File: config.mk
export PLATFORM = sky130hd
export DESIGN_NAME = framebuf_arbiter_flat
export DESIGN_NICKNAME = d
export VERILOG_FILES = /design/src/rtl/framebuf_arbiter_if.sv /design/src/rtl/framebuf_arbiter.sv /design/src/flat_wrapper.sv
export SDC_FILE = /design/constraint.sdc
export NUM_CORES = 1
export LEC_CHECK = 0
export ABC_AREA = 0
export BUFFER_PORTS_ARGS = -buffer_cell sky130_fd_sc_hd__clkbuf_2
export CAP_MARGIN = 20
export CELL_PAD_IN_SITES_DETAIL_PLACEMENT = 1
export CELL_PAD_IN_SITES_GLOBAL_PLACEMENT = 2
export CORE_MARGIN = 3
export CORE_UTILIZATION = 43
export CTS_CLUSTER_SIZE = 25
export DETAILED_ROUTE_END_ITERATION = 10
export PLACE_DENSITY_LB_ADDON = 0.1
export SYNTH_ARGS = -nofsm -noshare
export SYNTH_HDL_FRONTEND = slang
export SYNTH_SLANG_ARGS = --single-unit
File: constraint.sdc
create_clock -name clk_in -period 6.2 [get_ports clk_in]
set_clock_uncertainty 0.15 [all_clocks]
set_input_delay 1.24 -clock clk_in [delete_from_list [all_inputs] [get_ports clk_in]]
set_output_delay 1.24 -clock clk_in [all_outputs]
set_load 0.03 [all_outputs]
File: src/rtl/framebuf_arbiter_if.sv
// framebuf_arbiter_if: groups the camera write channel, the VGA read channel
// and the frame-buffer BRAM port shared by framebuf_arbiter.
// The slave modport is the arbiter's view; the master modport is the view of
// the surrounding logic (camera writer, VGA reader and BRAM).
interface framebuf_arbiter_if #(
  parameter int ADDR_W = 17,
  parameter int DATA_W = 8
);
  logic              cam_wr_valid;
  logic              cam_wr_ready;
  logic [ADDR_W-1:0] cam_wr_addr;
  logic [DATA_W-1:0] cam_wr_data;

  logic              vga_rd_req;
  logic [ADDR_W-1:0] vga_rd_addr;
  logic              vga_rd_valid;
  logic [DATA_W-1:0] vga_rd_data;

  logic              mem_en;
  logic              mem_we;
  logic [ADDR_W-1:0] mem_addr;
  logic [DATA_W-1:0] mem_wdata;
  logic [DATA_W-1:0] mem_rdata;

  modport slave (
    input  cam_wr_valid, cam_wr_addr, cam_wr_data,
    input  vga_rd_req, vga_rd_addr,
    input  mem_rdata,
    output cam_wr_ready, vga_rd_valid, vga_rd_data,
    output mem_en, mem_we, mem_addr, mem_wdata
  );

  modport master (
    output cam_wr_valid, cam_wr_addr, cam_wr_data,
    output vga_rd_req, vga_rd_addr,
    output mem_rdata,
    input  cam_wr_ready, vga_rd_valid, vga_rd_data,
    input  mem_en, mem_we, mem_addr, mem_wdata
  );
endinterface

File: src/rtl/framebuf_arbiter.sv
// framebuf_arbiter: shares the single-port frame-buffer BRAM between the
// camera pixel writer and the VGA scan-out reader. Camera writes are parked
// in a small FIFO and drained in slots the VGA reader leaves free; VGA reads
// always win and return data a fixed three cycles after the request.
// frame_lock freezes the displayed frame by holding every FIFO entry.
// Optional feature: define FRAMEBUF_STATS_EN to add the 16-bit saturating
// wr_stall_cnt output counting cycles the camera is held off.
module framebuf_arbiter #(
  parameter int ADDR_W     = 17,
  parameter int DATA_W     = 8,
  parameter int FIFO_DEPTH = 4
) (
  input  logic clk_in,
  input  logic rst,
  input  logic frame_lock,
  framebuf_arbiter_if.slave bus
`ifdef FRAMEBUF_STATS_EN
  ,
  output logic [15:0] wr_stall_cnt
`endif
);

  localparam int PTR_W = $clog2(FIFO_DEPTH);
  localparam int CNT_W = PTR_W + 1;

  localparam logic [1:0] GNT_IDLE  = 2'd0;
  localparam logic [1:0] GNT_READ  = 2'd1;
  localparam logic [1:0] GNT_WRITE = 2'd2;

  logic [1:0]        gnt;
  logic [1:0]        gnt_next;

  logic [ADDR_W-1:0] fifo_addr [FIFO_DEPTH];
  logic [DATA_W-1:0] fifo_data [FIFO_DEPTH];
  logic [PTR_W-1:0]  wr_ptr;
  logic [PTR_W-1:0]  rd_ptr;
  logic [CNT_W-1:0]  count;
  logic              push;
  logic              pop;
  logic              rd_pending;

  // Ready comes from the registered count only, so a pop in the same cycle
  // does not let an extra pixel in; it is forced low while reset is held.
  assign bus.cam_wr_ready = !rst && (count != CNT_W'(FIFO_DEPTH));
  assign push             = bus.cam_wr_valid && bus.cam_wr_ready;
  assign pop              = (gnt_next == GNT_WRITE);

  // Pick next cycle's memory operation: VGA read first, then a FIFO drain.
  always_comb begin
    gnt_next = GNT_IDLE;
    if (bus.vga_rd_req)
      gnt_next = GNT_READ;
    else if ((count != '0) && !frame_lock)
      gnt_next = GNT_WRITE;
  end

  // FIFO storage; contents need no reset because the count gates them.
  always_ff @(posedge clk_in) begin
    if (push) begin
      fifo_addr[wr_ptr] <= bus.cam_wr_addr;
      fifo_data[wr_ptr] <= bus.cam_wr_data;
    end
  end

  // FIFO pointers and occupancy; pointers wrap naturally at FIFO_DEPTH.
  always_ff @(posedge clk_in) begin
    if (rst) begin
      wr_ptr <= '0;
      rd_ptr <= '0;
      count  <= '0;
    end else begin
      if (push)
        wr_ptr <= wr_ptr + PTR_W'(1);
      if (pop)
        rd_ptr <= rd_ptr + PTR_W'(1);
      if (push && !pop)
        count <= count + CNT_W'(1);
      else if (pop && !push)
        count <= count - CNT_W'(1);
    end
  end

  // Registered BRAM port; address and data hold their values while idle.
  always_ff @(posedge clk_in) begin
    if (rst) begin
      gnt           <= GNT_IDLE;
      bus.mem_en    <= 1'b0;
      bus.mem_we    <= 1'b0;
      bus.mem_addr  <= '0;
      bus.mem_wdata <= '0;
    end else begin
      gnt <= gnt_next;
      case (gnt_next)
        GNT_READ: begin
          bus.mem_en   <= 1'b1;
          bus.mem_we   <= 1'b0;
          bus.mem_addr <= bus.vga_rd_addr;
        end
        GNT_WRITE: begin
          bus.mem_en    <= 1'b1;
          bus.mem_we    <= 1'b1;
          bus.mem_addr  <= fifo_addr[rd_ptr];
          bus.mem_wdata <= fifo_data[rd_ptr];
        end
        default: begin
          bus.mem_en <= 1'b0;
          bus.mem_we <= 1'b0;
        end
      endcase
    end
  end

  // Read return path: BRAM data lands one cycle after the read is driven
  // and is registered once more, giving a fixed three-cycle read latency.
  always_ff @(posedge clk_in) begin
    if (rst) begin
      rd_pending       <= 1'b0;
      bus.vga_rd_valid <= 1'b0;
      bus.vga_rd_data  <= '0;
    end else begin
      rd_pending       <= (gnt == GNT_READ);
      bus.vga_rd_valid <= rd_pending;
      if (rd_pending)
        bus.vga_rd_data <= bus.mem_rdata;
    end
  end

`ifdef FRAMEBUF_STATS_EN
  // Count cycles the camera offers a pixel that cannot be taken, saturating.
  always_ff @(posedge clk_in) begin
    if (rst)
      wr_stall_cnt <= '0;
    else if (bus.cam_wr_valid && !bus.cam_wr_ready && (wr_stall_cnt != 16'hFFFF))
      wr_stall_cnt <= wr_stall_cnt + 16'd1;
  end
`endif

endmodule

File: src/flat_wrapper.sv
// flat-port wrapper written by rule: the top's interface ports become plain ports
module framebuf_arbiter_flat 
#(
  parameter int ADDR_W     = 17,
  parameter int DATA_W     = 8,
  parameter int FIFO_DEPTH = 4
)
  (clk_in, rst, frame_lock, bus_cam_wr_valid, bus_cam_wr_addr, bus_cam_wr_data, bus_vga_rd_req, bus_vga_rd_addr, bus_mem_rdata, bus_cam_wr_ready, bus_vga_rd_valid, bus_vga_rd_data, bus_mem_en, bus_mem_we, bus_mem_addr, bus_mem_wdata);
  framebuf_arbiter_if #(.ADDR_W(ADDR_W), .DATA_W(DATA_W)) bus_i ();
  input  logic clk_in;
  input  logic rst;
  input  logic frame_lock;
  input wire logic [$bits(bus_i.cam_wr_valid)-1:0] bus_cam_wr_valid;
  input wire logic [$bits(bus_i.cam_wr_addr)-1:0] bus_cam_wr_addr;
  input wire logic [$bits(bus_i.cam_wr_data)-1:0] bus_cam_wr_data;
  input wire logic [$bits(bus_i.vga_rd_req)-1:0] bus_vga_rd_req;
  input wire logic [$bits(bus_i.vga_rd_addr)-1:0] bus_vga_rd_addr;
  input wire logic [$bits(bus_i.mem_rdata)-1:0] bus_mem_rdata;
  output wire logic [$bits(bus_i.cam_wr_ready)-1:0] bus_cam_wr_ready;
  output wire logic [$bits(bus_i.vga_rd_valid)-1:0] bus_vga_rd_valid;
  output wire logic [$bits(bus_i.vga_rd_data)-1:0] bus_vga_rd_data;
  output wire logic [$bits(bus_i.mem_en)-1:0] bus_mem_en;
  output wire logic [$bits(bus_i.mem_we)-1:0] bus_mem_we;
  output wire logic [$bits(bus_i.mem_addr)-1:0] bus_mem_addr;
  output wire logic [$bits(bus_i.mem_wdata)-1:0] bus_mem_wdata;
  assign bus_i.cam_wr_valid = bus_cam_wr_valid;
  assign bus_i.cam_wr_addr = bus_cam_wr_addr;
  assign bus_i.cam_wr_data = bus_cam_wr_data;
  assign bus_i.vga_rd_req = bus_vga_rd_req;
  assign bus_i.vga_rd_addr = bus_vga_rd_addr;
  assign bus_i.mem_rdata = bus_mem_rdata;
  assign bus_cam_wr_ready = bus_i.cam_wr_ready;
  assign bus_vga_rd_valid = bus_i.vga_rd_valid;
  assign bus_vga_rd_data = bus_i.vga_rd_data;
  assign bus_mem_en = bus_i.mem_en;
  assign bus_mem_we = bus_i.mem_we;
  assign bus_mem_addr = bus_i.mem_addr;
  assign bus_mem_wdata = bus_i.mem_wdata;
  framebuf_arbiter #(.ADDR_W(ADDR_W), .DATA_W(DATA_W), .FIFO_DEPTH(FIFO_DEPTH)) u_core (.clk_in(clk_in), .rst(rst), .frame_lock(frame_lock), .bus(bus_i));
endmodule
==> metrics.md, run 1 <==
| Metric | Value |
|---|---|
| Post-CTS resize count | 0 |
| Final RePlAce weighted congestion | 0.716 |
| CP dominant cell by count | sky130_fd_sc_hd__clkbuf_2 |
| Number of detailed-routing iterations run before antenna repair | 4 |
| RSZ-0062 raised after global routing | false |
| Average size of a mapped cell | around 16 sq um |
| Quantity of hold-fixing buffers added after cts | 0 |
| Global-route wire length before repair | 18,900 um |
| Layout cell share with drive strength beyond 1 | 0.385 |
| Number of max-capacitance violations reported | 0 |
| Initial Utilization | 0.443 |
| Insertion delay of the later-clocked pin in the worst-skew pair | 0.41 ns |
| WL per Instance | 19.0 um |
| Synthesis warning total | 0 |
| Pins Over Slew Limit | 0 |
| Count of antenna-violating nets left after detailed routing | 0 |
| Dpl hpwl | about 7900 um |
| Sequential cell area fraction in the yosys report | 0.671 |
| Core footprint | 0.0133 sq mm |
| Yosys top cell area share | 0.508 |
| Post-synth EDFFs | 100 |
| Share of the clock period used by the worst path | 0.575 |
| Synth Instances | 365 |
| Cell at the root of the clock tree | sky130_fd_sc_hd__clkbuf_16 |
| Max rail drop VDD | roughly 0.27 mV |
| GR Overflow Total | 0 |
| Via-per-instance ratio | 5.23 |
| Number of global-route vias before repair | about 3,500 |
| Layout Area Growth over Synthesis | 19.6% |
| Post-Route Setup TNS | 0 ns |
| Overall fraction of global-route tracks in use | 0.171 |
| Share of flip-flops with an asynchronous set or reset | 0 |
| Worst hold margin | 0.286 ns |
| Number of cells on the worst hold path | 1 |
| Critical-path cell with the highest stage delay | sky130_fd_sc_hd__buf_4 |
| # Post-CTS Setup Buffers | 0 |
| Cell-internal power | 1.93 mW |
| Power density of the placed cells | between 300 and 400 mW/mm^2 |
| Std-Cell Rows | between 40 and 50 |
| Crit path required time | 4.81 ns |
| Final routed wirelength across all metal layers | 12,300 um |
| Switching Share | 0.282 |
| Tightest Hold Check Type | register to register |
| Register clock-pin slew on the reported worst setup and hold paths | 0.06 ns |
| P_sw | 0.757 mW |
| Final Critical Period | 3.56 ns |
| Clock tree buffer depth | 2 |
| Predominant post-synthesis flop cell | sky130_fd_sc_hd__edfxtp_1 |
| Via total after detailed routing | 3,380 |
| Worst Setup Start Kind | primary input |
| Unique masters post-synth | 39 |
| FILL cells | 1,278 |
| F_max | 0.281 GHz |
| Largest stage delay, worst path | between 0.5 and 0.6 ns |
| CTS H-tree lvls | 4 |
| Register-to-Register Path Depth | 9 |
| Actual transition at the worst max-transition pin | 1.00 ns |
| Die outline width | around 120 um |
| Clk pwr share | 0.381 |
| NumNets Final | 518 |
| Remaining max-slew budget at the tightest pin | 0.331 |
| DIE AREA | between 0.015 and 0.02 sq mm |
| Post-detailed-route DRC marker count | 0 |
| CTS sink count | 148 |
| Number of DRC markers in iteration 0 | 233 |
| Initial antenna violation count | 0 |
| Highest net fanout along the worst path | 52 |
| Antenna cells | 0 |
| Leakage dissipation | approximately 2.5 nW |
| Sort of element at the end of the critical path | output port |
| Register bit total from synthesis | 148 |
| Buffers on Ports | 91 |
| Total I/O pin count | 92 |
| Share of total power in sequential cells | 0.437 |
| Classification of the worst setup path | primary input to output port |
| Area of the mapped netlist | 0.00591 sq mm |
| Combinational share of power | 0.182 |
| Fin. Hold Viols | 0 |
| Setup violators final | 0 |
| Maximum number of pins on one net before global-route repair | 53 |
| Synthesized net count | between 400 and 500 |
| TritonCTS buffer count | 17 |
| Data arrival, critical path | 2.17 ns |
| Cell types occupying the most area after synthesis | sky130_fd_sc_hd__edfxtp_1, sky130_fd_sc_hd__dfxtp_1, sky130_fd_sc_hd__mux4_2 |
| Clock tree from TritonCTS | done |
| Die extent in y | approximately 120 um |
| Area leader, netlist | sky130_fd_sc_hd__edfxtp_1 |
| Outcome | finished clean |
| Cell breakdown of the critical path | clkbuf_2 > buf_4 > nor2_1 > clkbuf_2 |
cell type report:
class,count,area (sq um),area share
clock inverter,13,160,0.0227
timing repair buffer,99,536,0.0758
inverter,8,30.0,0.00425
clock buffer,19,433,0.0612
tap,176,220,0.0312
sequential,148,3960,0.561
multi-input combinational,183,1730,0.244
stage by stage:
step                      power, mW  std cells  setup slack, ns   util  instance area [sq um]
after floorplan                1.59        365             2.63      -                   5910
after global placement         1.68        613             2.54  0.483                   6450
after detailed placement       1.69        614             2.50  0.485                   6470
after CTS                      2.72        646             2.63  0.530                   7070
after global routing           2.81        646             2.58  0.530                   7070
final                          2.69        646             2.64  0.530                   7070
layout by cell type, fill, tap and decap left out, types with 4 or more instances in the layout:
master	instances
sky130_fd_sc_hd__clkinvlp_4	4
sky130_fd_sc_hd__ha_1	5
sky130_fd_sc_hd__buf_4	7
sky130_fd_sc_hd__a311oi_2	14
sky130_fd_sc_hd__o21ai_1	5
sky130_fd_sc_hd__nand3_2	11
sky130_fd_sc_hd__dfxtp_1	48
sky130_fd_sc_hd__a21oi_1	16
sky130_fd_sc_hd__clkbuf_2	91
sky130_fd_sc_hd__inv_1	7
sky130_fd_sc_hd__nand3_1	12
sky130_fd_sc_hd__o21ai_0	19
sky130_fd_sc_hd__edfxtp_1	100
sky130_fd_sc_hd__and2_1	4
sky130_fd_sc_hd__nor2_1	32
sky130_fd_sc_hd__mux4_2	19
sky130_fd_sc_hd__mux2i_1	15
sky130_fd_sc_hd__clkbuf_16	17
flip-flops by register name, summed over array words and instances, names as in the netlist, named ones only:
register	count
u_core.fifo_addr	68
u_core.fifo_data	32
u_core.bus.mem_addr	17
u_core.rd_ptr	2
u_core.bus.mem_wdata	8
u_core.bus.mem_we	1
u_core.bus.vga_rd_valid	1
u_core.rd_pending	1
u_core.wr_ptr	2
u_core.bus.mem_en	1
u_core.gnt	2
u_core.bus.vga_rd_data	8
u_core.count	3
worst paths after layout:
check	from	endpoint	slack [ns]
setup / recovery	rst	bus_cam_wr_ready	2.64
setup reg to reg	u_core.count[0]$_SDFFE_PP0P_	u_core.count[2]$_SDFFE_PP0P_	3.55
hold / removal	u_core.gnt[1]$_SDFF_PP0_	u_core.rd_pending$_SDFF_PP0_	0.29
hold reg to reg	u_core.gnt[1]$_SDFF_PP0_	u_core.rd_pending$_SDFF_PP0_	0.29
cells in the mapped netlist (7+ instances only):
| cell | instances |
|---|---|
| sky130_fd_sc_hd__buf_2 | 8 |
| sky130_fd_sc_hd__dfxtp_1 | 48 |
| sky130_fd_sc_hd__mux2i_1 | 15 |
| sky130_fd_sc_hd__clkbuf_1 | 8 |
| sky130_fd_sc_hd__buf_6 | 7 |
| sky130_fd_sc_hd__edfxtp_1 | 100 |
| sky130_fd_sc_hd__nor2_1 | 32 |
| sky130_fd_sc_hd__nand3_2 | 11 |
| sky130_fd_sc_hd__mux4_2 | 19 |
| sky130_fd_sc_hd__nand3_1 | 12 |
| sky130_fd_sc_hd__o21ai_0 | 19 |
| sky130_fd_sc_hd__inv_1 | 7 |
| sky130_fd_sc_hd__a21oi_1 | 16 |
| sky130_fd_sc_hd__a311oi_2 | 14 |
critical path, delay by kind of cell:
family / cells / cell delay, ns
AND/OR/NAND/NOR: 1 / 0.12
buffers and inverters: 3 / 0.81
cells by family after synthesis:
logic type | share of synthesized area
AO/OA/AOI/OAI | 0.0919
adder cells (fa/ha/maj) | 0.0140
AND/OR/NAND/NOR | 0.0701
multiplexers | 0.113
XOR/XNOR | 0.00296
flip-flops | 0.671
buffers and inverters | 0.0373
routing by layer:
metal	routed length [um]	share of wire	global-route usage
met5	0	0	0
met3	711	0.058	0.0563
met4	176	0.014	0.0657
met2	5590	0.45	0.256
met1	5810	0.47	0.234
power groups by stage:
stage	clock network [mW]	logic [mW]	registers (mW)
6_report	1.02	0.489	1.17
5_1_grt	1.09	0.537	1.18
4_1_cts	1.05	0.497	1.18
3_5_place_dp	0	0.495	1.20
3_3_place_gp	0	0.486	1.19
2_1_floorplan	0	0.364	1.23
(Power assumes the default switching activity.)
==> run 2, diff against run 1 <==
- CORE_UTILIZATION: 43 -> 36
- clock period: 6.2 -> 3.05 ns (I/O delays scaled with it)
==> metrics.md, run 2 (synthesis results as in run 1) <==
| Metric | Value |
|---|---|
| Outcome | finished clean (unchanged) |
| Initial antenna violation count | 1 (was 0) |
| Layout cell share with drive strength beyond 1 | 0.386 (was 0.385) |
| Initial Utilization | 0.369 (was 0.443) |
| CTS sink count | 148 (unchanged) |
| Remaining max-slew budget at the tightest pin | 0.459 (was 0.331) |
| Total area of multi-input combinational cells | 0.00173 sq mm (unchanged) |
| Cell at the root of the clock tree | sky130_fd_sc_hd__clkbuf_16 (unchanged) |
| Total I/O pin count | 92 (unchanged) |
| Layout Area Growth over Synthesis | 20.4% (was 19.6%) |
| Reg2reg start | u_core.count[0]$_SDFFE_PP0P_ (unchanged) |
| Final routed wirelength across all metal layers | 13,000 um (was 12,300 um) |
| Via total after detailed routing | 3,440 (was 3,380) |
| Quantity of hold-fixing buffers added after cts | 0 (unchanged) |
| Worst setup path startpoint | u_core.count[0]$_SDFFE_PP0P_ (was rst) |
| Count of antenna-violating nets left after detailed routing | 0 (unchanged) |
| Core occupancy in the finished layout | 0.445 (was 0.530) |
| FILL cells | 1,631 (was 1,278) |
| GR Overflow Total | 0 (unchanged) |
| Number of global-route vias before repair | 3,685 (was 3,478) |
| CTS H-tree lvls | 4 (unchanged) |
| Sort of element at the end of the critical path | register (was output port) |
| Share of the clock period used by the worst path | 0.820 |
| Post-detailed-route DRC marker count | 0 (unchanged) |
| Slack of the worst reg-to-reg path | 0.55 ns (was 3.55 ns) |
| Clock tree from TritonCTS | done (unchanged) |
| Core footprint | 0.0160 sq mm (was 0.0133 sq mm) |
| Max rail drop VDD | 0.392 mV (was 0.269 mV) |
| Insertion delay of the later-clocked pin in the worst-skew pair | 0.42 ns (was 0.41 ns) |
| Critical-path cell with the highest stage delay | sky130_fd_sc_hd__dfxtp_1 (was sky130_fd_sc_hd__buf_4) |
| Cell area reported after detailed placement | 0.00654 sq mm (was 0.00647 sq mm) |
| Setup violators final | 0 (unchanged) |
| Fin. Hold Viols | 0 (unchanged) |
| Number of cells after detailed placement | 658 (was 614) |
| Total power after layout | 5.46 mW (was 2.69 mW) |
| Number of DRC markers in iteration 0 | 252 (was 233) |
| Via-per-instance ratio | 4.99 (was 5.23) |
| RSZ-0062 raised after global routing | false (unchanged) |
| DIE AREA | 0.0180 sq mm (was 0.0152 sq mm) |
| Std-Cell Rows | 46 (was 42) |
| Number of detailed-routing iterations run before antenna repair | 4 (unchanged) |
| Highest net fanout along the worst path | 6 (was 52) |
| Die extent in y | 134 um (was 123 um) |
| Kind of cell with the highest combined delay on the critical path | simple AND/OR/NAND/NOR gates (was buffers and inverters) |
| Overall fraction of global-route tracks in use | 0.150 (was 0.171) |
| Leakage dissipation | 2.52 nW (was 2.51 nW) |
| Power density of the placed cells | 768 mW/mm^2 (was 380 mW/mm^2) |
| Largest stage delay, worst path | 0.50 ns (was 0.53 ns) |
| Register clock-pin slew on the reported worst setup and hold paths | 0.06 ns (about the same) |
| Actual transition at the worst max-transition pin | 0.810 ns (was 1.00 ns) |
| Register with the most flip-flops | u_core.fifo_addr (unchanged) |
| Data arrival, critical path | 2.70 ns (was 2.17 ns) |
| Tightest Hold Check Type | register to register (unchanged) |
| TritonCTS buffer count | 17 (unchanged) |
| Global-route wire length before repair | 20,300 um (was 18,900 um) |
| Post-CTS resize count | 0 (unchanged) |
| Worst Setup Start Kind | register (was primary input) |
| Final RePlAce weighted congestion | 0.668 (was 0.716) |
| Number of flip-flops in the largest register | 68 (unchanged) |
| Total area of sequential cells | 0.00396 sq mm (unchanged) |
| Maximum number of pins on one net before global-route repair | 52 (was 53) |
| Largest registers in the final layout | u_core.fifo_addr x68, u_core.fifo_data x32, u_core.bus.mem_addr x17 (unchanged) |
| Non-filler cells, final | 690 (was 646) |
| Number of max-capacitance violations reported | 0 (unchanged) |
| Buffers & Inverters on Critical Path | 1 (was 3) |
| Startpoint of the most critical hold path | u_core.gnt[1]$_SDFF_PP0_ (unchanged) |
| Pins Over Slew Limit | 0 (unchanged) |
| Post-Route Setup TNS | 0 ns (unchanged) |
| Classification of the worst setup path | register to register (was primary input to output port) |
| # Post-CTS Setup Buffers | 0 (unchanged) |
| Post-route design area | 0.00712 sq mm (was 0.00707 sq mm) |
| Antenna cells | 0 (unchanged) |
| Commonest non-fill, non-tap cells in the layout | sky130_fd_sc_hd__edfxtp_1, sky130_fd_sc_hd__clkbuf_2, sky130_fd_sc_hd__dfxtp_1, sky130_fd_sc_hd__nor2_1 (unchanged) |
| Final Critical Period | roughly 2.5 ns |
| Most frequent standard cell in the layout excluding fill and tap cells | sky130_fd_sc_hd__edfxtp_1 (unchanged) |
| Buffers on Ports | 91 (unchanged) |
| F_max | 0.400 GHz |
| Dpl hpwl | 8440 um (was 7910 um) |
| Cell breakdown of the critical path | nor3b_2 > nor3_2 > ha_1 > inv_1 > fa_1 > xor2_1 > or3_1 > a21oi_1 (was clkbuf_2 > buf_4 > nor2_1 > clkbuf_2) |
| Crit path required time | 3.25 ns (was 4.81 ns) |
| NumNets Final | 522 (was 518) |
| WL per Instance | 18.8 um (was 19.0 um) |
| Die outline width | 134 um (was 123 um) |
| Clock tree buffer depth | 2 (unchanged) |
run 2: changes by cell type in the layout (fill, tap and decap cells not counted), moves of 2 or more:
| cell | delta |
|---|---|
| sky130_fd_sc_hd__buf_4 | +5 |
| sky130_fd_sc_hd__clkbuf_1 | +3 |
| sky130_fd_sc_hd__clkinv_4 | -3 |
| sky130_fd_sc_hd__clkinvlp_4 | -2 |
| sky130_fd_sc_hd__inv_4 | +2 |
run 2: routing by layer:
layer | vias to the layer above | part of all wire | global-route usage
met1 | 1716 | 0.46 | 0.202
met2 | 94 | 0.47 | 0.233
met3 | 16 | 0.054 | 0.0398
met4 | 2 | 0.017 | 0.0560
li1 | 1612 | - | -
met5 | - | 0.0010 | 0
run 2: worst paths after layout:
kind	endpoint	depth (start not counted)
worst max-delay path	u_core.count[2]$_SDFFE_PP0P_	8
worst min-delay path	u_core.rd_pending$_SDFF_PP0_	1
worst max register to register	u_core.count[2]$_SDFFE_PP0P_	8
worst min register to register	u_core.rd_pending$_SDFF_PP0_	1
run 2: area by class of cell:
cell class                 count  share of cell area
clock buffer                  24              0.0679
clock inverter                 8              0.0137
inverter                       8             0.00422
multi-input combinational    183               0.242
sequential                   148               0.557
tap                          216              0.0380
timing repair buffer         103              0.0767
run 2: worst reg2reg max path, cell delays in order (launching register included):
cell	delay, ns
sky130_fd_sc_hd__dfxtp_1	0.50
sky130_fd_sc_hd__nor3b_2	0.12
sky130_fd_sc_hd__nor3_2	0.31
sky130_fd_sc_hd__ha_1	0.27
sky130_fd_sc_hd__inv_1	0.06
sky130_fd_sc_hd__fa_1	0.38
sky130_fd_sc_hd__xor2_1	0.19
sky130_fd_sc_hd__or3_1	0.32
sky130_fd_sc_hd__a21oi_1	0.14
run 2: where the power goes:
part | internal [mW] | switching (mW) | total (mW)
clock network | 1.27 | 0.777 | 2.05
registers | 2.29 | 0.114 | 2.40
logic | 0.365 | 0.647 | 1.01
run 2: through the flow:
stage | worst slack [ns] | hold WS, ns
finish | 0.550 | 0.240
global route | 0.439 | 0.244
CTS | 0.546 | 0.239
detailed placement | 0.383 | 0.230
global placement | 0.480 | 0.231
floorplan | 0.553 | 0.222
